`config.mk`:
```
export PLATFORM = sky130hd
export DESIGN_NAME = game_fsm_ctrl
export DESIGN_NICKNAME = d
export VERILOG_FILES = /design/src/rtl/game_pkg.sv /design/src/rtl/game_fsm_ctrl_btn_edge.sv /design/src/rtl/game_fsm_ctrl.sv
export SDC_FILE = /design/constraint.sdc
export NUM_CORES = 1
export LEC_CHECK = 0
export BUFFER_PORTS_ARGS = -buffer_cell sky130_fd_sc_hd__clkbuf_2
export CAP_MARGIN = 20
export CORE_ASPECT_RATIO = 0.8
export CORE_MARGIN = 4
export CORE_UTILIZATION = 35
export CTS_CLUSTER_DIAMETER = 40
export DETAILED_ROUTE_END_ITERATION = 10
export GPL_ROUTABILITY_DRIVEN = 0
export HOLD_SLACK_MARGIN = 0.08
export SLEW_MARGIN = 0
export SYNTH_ARGS = -nofsm -noshare
export SYNTH_HDL_FRONTEND = slang
export SYNTH_HIERARCHICAL = 1
export SYNTH_SLANG_ARGS = --single-unit
```
`constraint.sdc`:
```
create_clock -name clk -period 5.8 [get_ports clk]
set_clock_uncertainty 0.1 [all_clocks]
set_input_delay 0.29 -clock clk [delete_from_list [all_inputs] [get_ports clk]]
set_output_delay 0.29 -clock clk [all_outputs]
set_load 0.01 [all_outputs]
```
`src/rtl/game_pkg.sv`:
```
// game_pkg
//  Shared types and constants for the tank-game flow controller.
//  - state_e : 2-bit game-flow state (MENU, PLAY, PAUSE, OVER)
//  - BTN_*   : bit positions of the four buttons in the edge-detect vector
package game_pkg;

    localparam int ST_W = 2;

    typedef enum logic [ST_W-1:0] {
        ST_MENU  = 2'd0,
        ST_PLAY  = 2'd1,
        ST_PAUSE = 2'd2,
        ST_OVER  = 2'd3
    } state_e;

    localparam int N_BTN     = 4;
    localparam int BTN_START = 0;
    localparam int BTN_SEL   = 1;
    localparam int BTN_PAUSE = 2;
    localparam int BTN_RET   = 3;

endpackage

```
`src/rtl/game_fsm_ctrl_btn_edge.sv`:
```
// btn_edge
//  Rising-edge detector for one already-synchronised button level. A held
//  level produces exactly one single-cycle pulse.
//  Ports: clk, rst (sync, active high), lvl (button level) -> pulse.
module btn_edge (
    input  logic clk,
    input  logic rst,
    input  logic lvl,
    output logic pulse
);

    logic lvl_q;
    logic lvl_d;

    always_comb begin
        lvl_d = lvl;
    end

    always_ff @(posedge clk) begin
        if (rst) lvl_q <= 1'b0;
        else     lvl_q <= lvl_d;
    end

    assign pulse = lvl & ~lvl_q;

endmodule

```
`src/rtl/game_fsm_ctrl.sv`:
```
// game_fsm_ctrl
//  Game-flow controller: MENU -> PLAY <-> PAUSE, PLAY -> OVER -> MENU.
//  Selects one of NUM_GAMES variants and drives all object, music and reward
//  enables plus a start-protect window of PROTECT_CYCLES PLAY cycles.
//  Ports:
//   clk, rst                  clock, synchronous active-high reset
//   btn_start/sel/pause/return button levels (edge detected internally)
//   gameover[NUM_GAMES]       per-variant game-over flags
//   state, game_sel           current state / selected variant
//   enable_*                  registered enables (1 cycle behind state)
//   start_protect             player invulnerability window
module game_fsm_ctrl
    import game_pkg::*;
#(
    parameter  int NUM_GAMES      = 2,
    parameter  int N_ENY          = 4,
    parameter  int PROTECT_CYCLES = 300000000,
    localparam int GW             = (NUM_GAMES > 2) ? $clog2(NUM_GAMES) : 1,
    localparam int CW             = $clog2(PROTECT_CYCLES + 1)
) (
    input  logic                 clk,
    input  logic                 rst,
    input  logic                 btn_start,
    input  logic                 btn_sel,
    input  logic                 btn_pause,
    input  logic                 btn_return,
    input  logic [NUM_GAMES-1:0] gameover,
    output logic [ST_W-1:0]      state,
    output logic [GW-1:0]        game_sel,
    output logic [NUM_GAMES-1:0] enable_game,
    output logic                 enable_my_app,
    output logic                 enable_my_phy,
    output logic                 enable_mybul,
    output logic [N_ENY-1:0]     enable_eny_app,
    output logic [N_ENY-1:0]     enable_eny_phy,
    output logic [N_ENY-1:0]     enable_eny_bul,
    output logic                 enable_reward,
    output logic                 enable_startmusic,
    output logic                 enable_gamemusic,
    output logic                 start_protect
);

    // ---------------- button front end ----------------
    logic [N_BTN-1:0] btn_lvl;
    logic [N_BTN-1:0] btn_pls;

    assign btn_lvl = {btn_return, btn_pause, btn_sel, btn_start};

    for (genvar gi = 0; gi < N_BTN; gi++) begin : g_btn
        btn_edge u_edge (
            .clk   (clk),
            .rst   (rst),
            .lvl   (btn_lvl[gi]),
            .pulse (btn_pls[gi])
        );
    end

    logic start_e, sel_e, pause_e, ret_e;
    assign start_e = btn_pls[BTN_START];
    assign sel_e   = btn_pls[BTN_SEL];
    assign pause_e = btn_pls[BTN_PAUSE];
    assign ret_e   = btn_pls[BTN_RET];

    // ---------------- state, selection, protect counter ----------------
    state_e          state_q, state_d;
    logic [GW-1:0]   game_sel_q, game_sel_d;
    logic [CW-1:0]   cnt_q, cnt_d;
    logic            go_hit;

    // Only the selected variant's game-over flag matters.
    always_comb begin
        go_hit = 1'b0;
        for (int g = 0; g < NUM_GAMES; g++) begin
            if (game_sel_q == GW'(g) && gameover[g]) go_hit = 1'b1;
        end
    end

    always_comb begin
        state_d    = state_q;
        game_sel_d = game_sel_q;
        cnt_d      = cnt_q;
        case (state_q)
            ST_MENU: begin
                cnt_d = '0;
                // start takes priority; selection is left untouched on start
                if (start_e) begin
                    state_d = ST_PLAY;
                end else if (sel_e) begin
                    if (game_sel_q == GW'(NUM_GAMES - 1)) game_sel_d = '0;
                    else                                  game_sel_d = game_sel_q + 1'b1;
                end
            end
            ST_PLAY: begin
                if (cnt_q != CW'(PROTECT_CYCLES)) cnt_d = cnt_q + 1'b1;
                if (go_hit)       state_d = ST_OVER;
                else if (pause_e) state_d = ST_PAUSE;
            end
            ST_PAUSE: begin
                // counter frozen so protect resumes where it stopped
                if (ret_e)        state_d = ST_MENU;
                else if (pause_e) state_d = ST_PLAY;
            end
            ST_OVER: begin
                cnt_d = '0;
                if (ret_e) state_d = ST_MENU;
            end
            default: state_d = ST_MENU;
        endcase
    end

    always_ff @(posedge clk) begin
        if (rst) begin
            state_q    <= ST_MENU;
            game_sel_q <= '0;
            cnt_q      <= '0;
        end else begin
            state_q    <= state_d;
            game_sel_q <= game_sel_d;
            cnt_q      <= cnt_d;
        end
    end

    // ---------------- registered output decode ----------------
    logic [NUM_GAMES-1:0] enable_game_q, enable_game_d;
    logic                 my_app_q, my_app_d, my_phy_q, my_phy_d, mybul_q, mybul_d;
    logic [N_ENY-1:0]     eny_app_q, eny_app_d, eny_phy_q, eny_phy_d, eny_bul_q, eny_bul_d;
    logic                 reward_q, reward_d, smusic_q, smusic_d, gmusic_q, gmusic_d;
    logic                 protect_q, protect_d;

    always_comb begin
        enable_game_d = '0;
        my_app_d      = 1'b0;
        my_phy_d      = 1'b0;
        mybul_d       = 1'b0;
        eny_app_d     = '0;
        eny_phy_d     = '0;
        eny_bul_d     = '0;
        reward_d      = 1'b0;
        smusic_d      = 1'b0;
        gmusic_d      = 1'b0;
        protect_d     = 1'b0;
        case (state_q)
            ST_MENU: smusic_d = 1'b1;
            ST_PLAY: begin
                for (int g = 0; g < NUM_GAMES; g++) begin
                    enable_game_d[g] = (game_sel_q == GW'(g));
                end
                my_app_d  = 1'b1;
                my_phy_d  = 1'b1;
                mybul_d   = 1'b1;
                eny_app_d = '1;
                eny_phy_d = '1;
                eny_bul_d = '1;
                reward_d  = 1'b1;
                // cnt_q counts PLAY cycles already spent, so this is high
                // for exactly PROTECT_CYCLES PLAY cycles
                protect_d = (cnt_q < CW'(PROTECT_CYCLES));
            end
            ST_PAUSE: begin
                my_app_d  = 1'b1;
                eny_app_d = '1;
                protect_d = protect_q;
            end
            ST_OVER: gmusic_d = 1'b1;
            default: ;
        endcase
    end

    always_ff @(posedge clk) begin
        if (rst) begin
            enable_game_q <= '0;
            my_app_q      <= 1'b0;
            my_phy_q      <= 1'b0;
            mybul_q       <= 1'b0;
            eny_app_q     <= '0;
            eny_phy_q     <= '0;
            eny_bul_q     <= '0;
            reward_q      <= 1'b0;
            smusic_q      <= 1'b0;
            gmusic_q      <= 1'b0;
            protect_q     <= 1'b0;
        end else begin
            enable_game_q <= enable_game_d;
            my_app_q      <= my_app_d;
            my_phy_q      <= my_phy_d;
            mybul_q       <= mybul_d;
            eny_app_q     <= eny_app_d;
            eny_phy_q     <= eny_phy_d;
            eny_bul_q     <= eny_bul_d;
            reward_q      <= reward_d;
            smusic_q      <= smusic_d;
            gmusic_q      <= gmusic_d;
            protect_q     <= protect_d;
        end
    end

    assign state             = state_q;
    assign game_sel          = game_sel_q;
    assign enable_game       = enable_game_q;
    assign enable_my_app     = my_app_q;
    assign enable_my_phy     = my_phy_q;
    assign enable_mybul      = mybul_q;
    assign enable_eny_app    = eny_app_q;
    assign enable_eny_phy    = eny_phy_q;
    assign enable_eny_bul    = eny_bul_q;
    assign enable_reward     = reward_q;
    assign enable_startmusic = smusic_q;
    assign enable_gamemusic  = gmusic_q;
    assign start_protect     = protect_q;

endmodule
```
== Word-level counts from Yosys, hierarchy flattened ==
Index checks and enable logic that the tools add are counted.

* Memories: 0
* Output and inout port bits: 24
* Flip-flop bits (word level): 51
* RAM bits: 0
* Bits in latches: 0
* ROM bits: 0
* Logic and storage cells: 67
* Input port bits: 8

* Div/mod/pow operators: 0
* Add/subtract/negate cells: 2
* Multiplexer cells: 19
* Order comparisons: 1
* Bitwise logic cells: 11
* Eq/ne operators: 9
* Reduce and logical (&&, ||, !) cells: 10
* Multiply operators: 0
* Shifts and indexed selects: 0

{| class="wikitable"
|+ Operators by type and width
! operator !! count
|-
| case mux 29 bit (2 select lines) || 1
|-
| adder 29 x 1 -> 29 bit, second input constant || 1
|-
| less-than comparator 29 bit, second input constant || 1
|-
| 2-to-1 mux 29 bit || 1
|-
| inequality test 29 bit, second input constant || 1
|-
| 2-to-1 mux 2 bit || 6
|-
| 2-to-1 mux 4 bit || 2
|-
| case mux 2 bit (4 select lines) || 1
|-
| 2-to-1 mux 1 bit || 7
|-
| NOT 1 bit || 7
|-
| OR reduction 2 bit || 3
|-
| AND 1 bit || 4
|-
| == test 2 bit, second input constant || 2
|-
| inequality test 2 x 1 -> 1 bit, second input constant || 2
|-
| AND reduction 4 bit || 1
|-
| inequality test 3 x 1 -> 1 bit, second input constant || 1
|-
| inequality test 3 x 2 -> 1 bit, second input constant || 1
|-
| AND reduction 3 bit || 1
|-
| == test 2 x 1 -> 1 bit, second input constant || 1
|-
| logical AND 1 bit || 2
|-
| zero test 2 bit || 1
|-
| inequality test 2 bit, second input constant || 1
|-
| case mux 1 bit (2 select lines) || 1
|-
| AND reduction 2 bit || 1
|-
| other kinds (2) || 2
|}

== Depth between registers and ports, before layout ==
Gate-level depths: netlist of the first run.

* Word-level depth: 6
* Mapped depth: 8
* Depth with buffers taken out: 7

== Hierarchy ==
Netlist of the first run, hierarchy kept.

{| class="wikitable"
|+ Modules (own cells, without submodules)
! module !! area an instance (µm²) !! seq. area each (µm²) !! cells each !! times used
|-
| game_fsm_ctrl || 2299.7 || 780.7 || 267 || 1
|-
| btn_edge || 47.5 || 20.0 || 3 || 4
|}

== Worst setup path after synthesis of the first run ==
Ideal clock, no wire load.

* Path kind: register to register
* Start: reg state_q[0], in the netlist state[0]
* End: reg cnt_q[19]
* Arrival: 1919 ps
* Buffers on the path: 1
* Cell stages (with the launch flop): 7
* Library setup time: 71 ps
* Clock period less this slack: 2090 ps
* Slack: 3710 ps
* Data required time: 5629 ps
* Cells stage by stage: dfxtp_1 > inv_1 > ha_1 > clkbuf_1 > o21ai_0 > or4_1 > a21oi_1

* Word-level cells in the longest chain between the ends: 4
* Elaborated cells between the ends (all ways): 8
* Those cells by class: 3 x eq/ne; 1 x mux; 4 x reduce/logical

{| class="wikitable"
|+ Ends and longest elaborated chain
! what !! line !! RTL
|-
| start, declared || game_fsm_ctrl.sv:65 || <nowiki>state_e state_q, state_d;</nowiki>
|-
| start signal, assigned || game_fsm_ctrl.sv:117 || <nowiki>state_q <= state_d;</nowiki>
|-
| == test 2 bit / zero test 2 bit (equally long branches) || game_fsm_ctrl.sv:82 || <nowiki>case (state_q)</nowiki>
|-
| OR reduction 2 bit (no line) || - ||
|-
| nonzero test 2 bit (no line) || - ||
|-
| AND reduction 2 bit (no line) || - ||
|-
| end signal, assigned || game_fsm_ctrl.sv:119 || <nowiki>cnt_q <= cnt_d;</nowiki>
|-
| end, declared || game_fsm_ctrl.sv:67 || <nowiki>logic [CW-1:0] cnt_q, cnt_d;</nowiki>
|}

Parallel ways exist; a longest one is shown, timed or not.
A chain may end at the register's enable or synchronous reset.

== Worst setup path in the final report of the first run ==
* Start: reg state_q[1], in the netlist state[1]
* End: reg cnt_q[2]

Same word-level chain as after synthesis.

==> run summary, run 1 <==
status -> completed
initial antenna violation count -> 0
FF-to-FF End -> cnt_q[2]
Worst Hold Depth -> 2
Vias -> 2159
Sequential Area -> 861 µm²
largest net degree at the start of global routing -> 33
CP startpoint kind -> flip-flop
final net count -> 305
Warnings, synthesis -> 6
multi-input logic area -> 0.00143 mm²
area of the core -> 0.00689 mm²
initial cell density of the core -> 36.1%
Peak Freq -> 355 MHz
WL final -> 5790 µm
R2R Setup Slk -> 2.98 ns
Detail Route Antenna Nets -> 0
arrival time at the worst endpoint -> 2.92 ns
Post-synth EDFFs -> 0
postcts setup bufs -> 0
die area -> 0.00854 mm²
CTS tree -> built
Slew Limit Fails -> 0
R2R cell count -> 7
Cell Area, Placed -> 0.00259 mm²
WL/cell -> 15.3 µm
total CTS buffers -> 5
Leakage -> 1.14 nW
Syn Inst Count -> 279
#FFs+latches synth -> 43
CP endpoint kind -> flip-flop
# fillers -> 701
Util after Layout -> 39.2%
area delta synth->final -> 8.44%
Fin Setup TNS -> 0 ns
crit path buf inv count -> 1
reg-to-reg critical path startpoint -> state[1]
Seq/Total Area, Yosys -> 34.6%
Worst Tran Pin Value -> 0.924 ns
vias in the first global route -> 1922
share of cells above drive strength 1 -> 19.6%
Peak VDD IR -> 0.000117 V
Port-buffer cells -> 31
Die Wd -> 102 µm
worst-skew pair later-pin latency -> 0.30 ns
GRT Resource Usage Total -> 13.8%
Final Critical Period -> 2.82 ns
Total Power -> 880 µW
Cell variety after synth -> 50
Post-synth top flop -> dfxtp_1
Min-Delay Startpoint -> btn_sel
cell taking the most area after synthesis -> dfxtp_1
Die Height -> 83.4 µm
Pre-antenna DRT Iters -> 5
Antenna Cells -> 0
Post-Syn Area -> 0.00249 mm²
H-tree Lvls -> 2
FP Rows -> 27
max-cap check violation count -> 0
clk root buf -> clkbuf_8
DRC -> 0
Post-CTS Hold Buffers -> 0
Crit path max-delay family -> compound AO/OA/AOI/OAI gates
vias per cell -> 5.71
DRT iter0 DRCs -> 168
global-route wire length before repair -> 9480 µm
CTS max path bufs -> 2
Post-synth ARST share -> 0%
Hold Crit Class -> primary input to flip-flop
gr ovfl total -> 0
Final Hold Viols -> 0
pwr/cell area -> 326 mW/mm²
most frequent cells in the layout -> dfxtp_1, clkbuf_2, nor3_1
Crit Path Max Fanout -> 13
Slowest Stage Delay on Critical Path -> 0.78 ns
CP Class -> flip-flop to flip-flop
I/O pin cnt -> 32
Final setup viols -> 0
Hold EP -> g_btn[1].u_edge/lvl_q
commonest non-fill, non-tap cell in the layout -> dfxtp_1
RSZ-0062 raised after global routing -> false
CTS resizes -> 0
Final Cycle Share -> 48.6%
Synth area leaders -> dfxtp_1, buf_4, nor2b_4, ha_1, nand4_1
max_slew headroom -> 37.8%
Slowest cell on crit path -> o211ai_1
clock slew at reported path FFs -> 0.08 ns
top cell type's share of synthesized area -> 34.6%
finished layout cell area -> 0.00270 mm²
Syn Nets -> 294
syn_area_per_cell -> 8.92 µm²
Num Clock Sinks -> 43
CP required -> 5.90 ns
CP cell instances -> inv_1, ha_1, and3_1, nand4_1, o211ai_1, o22ai_1, a21o_1
Post-DP HPWL -> 4090 µm
cell families after synthesis:
group / synth area share [%]
buffers and inverters: 7.89
flip-flops: 34.6
multiplexers: 1.61
XOR/XNOR: 0.352
adder cells (fa/ha/maj): 3.52
AO/OA/AOI/OAI: 19.2
AND/OR/NAND/NOR: 32.9
power by group:
part	switching [mW]	internal [mW]	leakage, nW	total [mW]
Clock	0.105	0.128	0.0581	0.233
Combinational	0.209	0.100	0.731	0.309
Sequential	0.0222	0.316	0.349	0.338
Total	0.336	0.544	1.14	0.880
synth_stat cells (all sizes together), types with 2 or more instances:
master  count
o21ai      13
nand3       9
inv         8
a211oi      3
nor3       16
and4        4
a41oi       3
and2        4
nor4        6
nor2       14
a211o       9
buf        20
or4         4
ha          7
and3b       2
nand2      11
o22ai       2
mux2i       4
clkbuf      7
a311oi      4
nand2b      2
a21boi      2
a31oi       6
or3         4
a21o        3
a21oi      15
dfxtp      43
nand4      16
nand3b      2
nor2b      11
and3       13
o211ai      3
worst max path at each step:
stage / slack, ns / start / cells after the start / end
after CTS: 3.00 / state[1] / 7 / cnt_q[2]
after global routing: 2.70 / state[1] / 7 / cnt_q[2]
final: 2.98 / state[1] / 7 / cnt_q[2]
after detailed placement: 3.02 / state[1] / 7 / cnt_q[2]
after global placement: 3.11 / state[1] / 7 / cnt_q[2]
after floorplan: 3.71 / state[0] / 6 / cnt_q[19]
routing by layer:
metal	wire length, µm	track usage [%]	share of wire, %
met4	67	4.29	1.2
met5	0	0	0
met3	411	3.19	7.1
met2	2460	19.2	43
met1	2850	20.8	49
sequential cells by signal, indices dropped and copies added, names as in the netlist:
signal and cells:
enable_eny_bul 1, start_protect 1, enable_gamemusic 1, enable_startmusic 1
g_btn.u_edge/lvl_q 4, enable_eny_app 1, cnt_q 29, game_sel 1
state 2, enable_game 2
worst reg2reg max path, delay by kind of cell (launching register included):
kind,cells,cell delay (ns)
AOI/OAI and AO/OA,3,1.17
DFF,1,0.35
buffers and inverters,1,0.12
and+or+nand+nor,2,0.49
adders and majority gates,1,0.48
layout make-up:
type                       instances  area share (%)
timing repair buffer              31            5.75
multi-input combinational        201            53.1
inverter                           8            1.11
sequential                        43            31.9
clock buffer                       5            2.55
clock inverter                     3            1.62
tap                               87            4.03
through the flow:
| stage | hold WS [ns] | worst slack [ns] | std cells |
|---|---|---|---|
| after floorplan | 0.254 | 3.71 | 279 |
| after global placement | 0.405 | 3.11 | 370 |
| after detailed placement | 0.396 | 3.02 | 370 |
| after CTS | 0.114 | 3.00 | 378 |
| after global routing | 0.119 | 2.70 | 378 |
| final | 0.120 | 2.98 | 378 |
Power figures use the tool's default switching activity.
==> inputs of run 2 (changes only) <==
- clock period: 5.8 -> 2.57 ns (I/O delays scaled with it)
==> run 2 against run 1 <==
Against the previous run:
- routed wire length up 3.7%
- via count is 1.7% higher
- critical path type unchanged
- sequential share of layout area shrank 1.5 points
==> run summary, run 2 (same netlist as run 1, synthesis figures left out) <==
Vias -> 2195 (+1.7%)
Num Clock Sinks -> 43 (unchanged)
GRT Resource Usage Total -> 14.4% (+0.55 points)
initial cell density of the core -> 36.1% (unchanged)
I/O pin cnt -> 32 (unchanged)
FP Rows -> 27 (unchanged)
hold_ws -> 0.162 ns (+0.0416 ns)
DRC -> 0 (unchanged)
gr ovfl total -> 0 (unchanged)
CP Class -> flip-flop to flip-flop
reg-to-reg critical path startpoint -> cnt_q[0]
Antenna Cells -> 0 (unchanged)
Sequential Area -> 861 µm² (unchanged)
most frequent cells in the layout -> dfxtp_1, clkbuf_2, nor3_1
Final Hold Viols -> 0 (unchanged)
status -> completed
Crit path max-delay family -> compound AO/OA/AOI/OAI gates
FF-to-FF End -> cnt_q[3]
commonest non-fill, non-tap cell in the layout -> dfxtp_1
arrival time at the worst endpoint -> 2.45 ns (-0.47 ns)
share of cells above drive strength 1 -> 21.7% (+2.1 points)
WL/cell -> 15.4 µm (+0.21%)
total CTS buffers -> 5 (unchanged)
Hold Crit Class -> primary input to flip-flop
Detail Route Antenna Nets -> 0 (unchanged)
Leakage -> 1.20 nW (+5.8%)
area delta synth->final -> 13.7%
Die Height -> 83.4 µm (unchanged)
Final Critical Period -> 2.34 ns (-0.477 ns)
clock slew at reported path FFs -> 0.08 ns (about the same)
initial antenna violation count -> 0 (unchanged)
Worst Tran Pin Value -> 0.563 ns (-0.361 ns)
WL final -> 6000 µm (+3.7%)
# fillers -> 708 (+1.0%)
Die Wd -> 102 µm (unchanged)
Fin Setup TNS -> 0 ns (unchanged)
RSZ-0062 raised after global routing -> false
Final setup viols -> 0 (unchanged)
vias in the first global route -> 1957 (+1.8%)
clk root buf -> clkbuf_8
Post-DP HPWL -> 4350 µm (+6.5%)
Port-buffer cells -> 31 (unchanged)
max_slew headroom -> 62.2% (+24 points)
DRT iter0 DRCs -> 122 (-27%)
max reg flops -> 29 (unchanged)
R2R cell count -> 8 (+1)
Biggest register -> cnt_q
die area -> 0.00854 mm² (unchanged)
CP cell instances -> inv_1, ha_1, and3b_1, and4_1, a211oi_2, buf_4, a41oi_1, a311oi_1
Worst Hold Depth -> 3 (+1)
DP Worst Slack -> 0.263 ns (-2.76 ns)
final net count -> 318 (+4.3%)
Power Internal -> 1.40 mW (+160%)
CP endpoint kind -> flip-flop
combinational power share -> 36.1% (+1.0 points)
final worst slack -> 0.227 ns (-2.75 ns)
Total Power -> 2.18 mW (+150%)
CP startpoint kind -> flip-flop
Pre-antenna DRT Iters -> 4 (-1)
CTS max path bufs -> 2 (unchanged)
Sw Pwr -> 785 µW (+130%)
Slowest cell on crit path -> dfxtp_1
Min-Delay Startpoint -> rst
Peak Freq -> 427 MHz (+20%)
CP required -> 2.68 ns (-3.22 ns)
crit path buf inv count -> 2 (+1)
largest net degree at the start of global routing -> 32 (-3.0%)
Final Cycle Share -> 91.2% (+43 points)
R2R Setup Slk -> 0.23 ns (-2.75 ns)
Slowest Stage Delay on Critical Path -> 0.44 ns (-0.34 ns)
Slew Limit Fails -> 0 (unchanged)
Peak VDD IR -> 0.000271 V (+130%)
global-route wire length before repair -> 9900 µm (+4.4%)
multi-input logic area -> 0.00143 mm² (unchanged)
H-tree Lvls -> 2 (unchanged)
Sw Ratio -> 35.9% (-2.3 points)
Hold EP -> enable_game[0]
CTS tree -> built
area of the core -> 0.00689 mm² (unchanged)
vias per cell -> 5.61 (-1.7%)
Crit Path Max Fanout -> 9 (-4)
Reg power frac -> 34.9% (-3.5 points)
pwr/cell area -> 771 mW/mm² (+140%)
Largest regs -> cnt_q x29, g_btn.u_edge/lvl_q x4
max-cap check violation count -> 0 (unchanged)
worst-skew pair later-pin latency -> 0.30 ns (about the same)
clock share of power -> 29.0% (+2.5 points)
run 2: power by group through the flow:
stage	logic, mW	clock network (mW)	registers, mW
floorplan	0.517	0	0.791
global placement	0.788	0	0.776
detailed placement	0.782	0	0.780
CTS	0.790	0.648	0.764
global route	0.876	0.680	0.772
finish	0.789	0.633	0.762
run 2: final cells by class:
class,count,area share [%]
timing repair buffer,44,9.28
clock inverter,3,2.39
multi-input combinational,201,50.6
tap,87,3.84
inverter,8,1.06
clock buffer,5,2.43
sequential,43,30.4
run 2: worst max path at each step:
stage	start	depth (start not counted)	slack [ns]	endpoint
after detailed placement	cnt_q[0]	8	0.26	cnt_q[3]
final	cnt_q[0]	8	0.23	cnt_q[3]
after global placement	cnt_q[0]	8	0.32	cnt_q[3]
after floorplan	state[0]	6	0.48	cnt_q[19]
after global routing	cnt_q[0]	8	0.03	cnt_q[5]
after CTS	cnt_q[0]	8	0.24	cnt_q[3]
run 2: through the flow:
step / cell area, µm² / instances / util, %
6_report: 2830 / 391 / 41.1
3_3_place_gp: 2660 / 379 / 38.5
5_1_grt: 2830 / 391 / 41.1
2_1_floorplan: 2490 / 279 / -
3_5_place_dp: 2660 / 379 / 38.5
4_1_cts: 2830 / 391 / 41.1
run 2: worst register-to-register path, delay by kind of cell (launching register included):
kind | cells | cell delay (ns)
AOI/OAI and AO/OA | 3 | 0.71
DFF | 1 | 0.44
and+or+nand+nor | 2 | 0.42
buffers and inverters | 2 | 0.37
adders and majority gates | 1 | 0.21
run 2: what timing repair did:
item                                   4_1_cts  5_1_grt
hold buffers                                 4        0
endpoints found under the hold margin        4        0
gates resized for setup                      0        0
setup buffers                                0        0
setup endpoints to repair                    0        0
run 2: per-layer routing:
| layer | routed length [µm] | global-route usage (%) | up-vias |
|---|---|---|---|
| li1 | - | - | 1086 |
| met1 | 2980 | 21.4 | 1038 |
| met2 | 2570 | 20.8 | 65 |
| met3 | 402 | 3.44 | 6 |
| met4 | 53 | 3.22 | 0 |
| met5 | 0 | 0 | - |
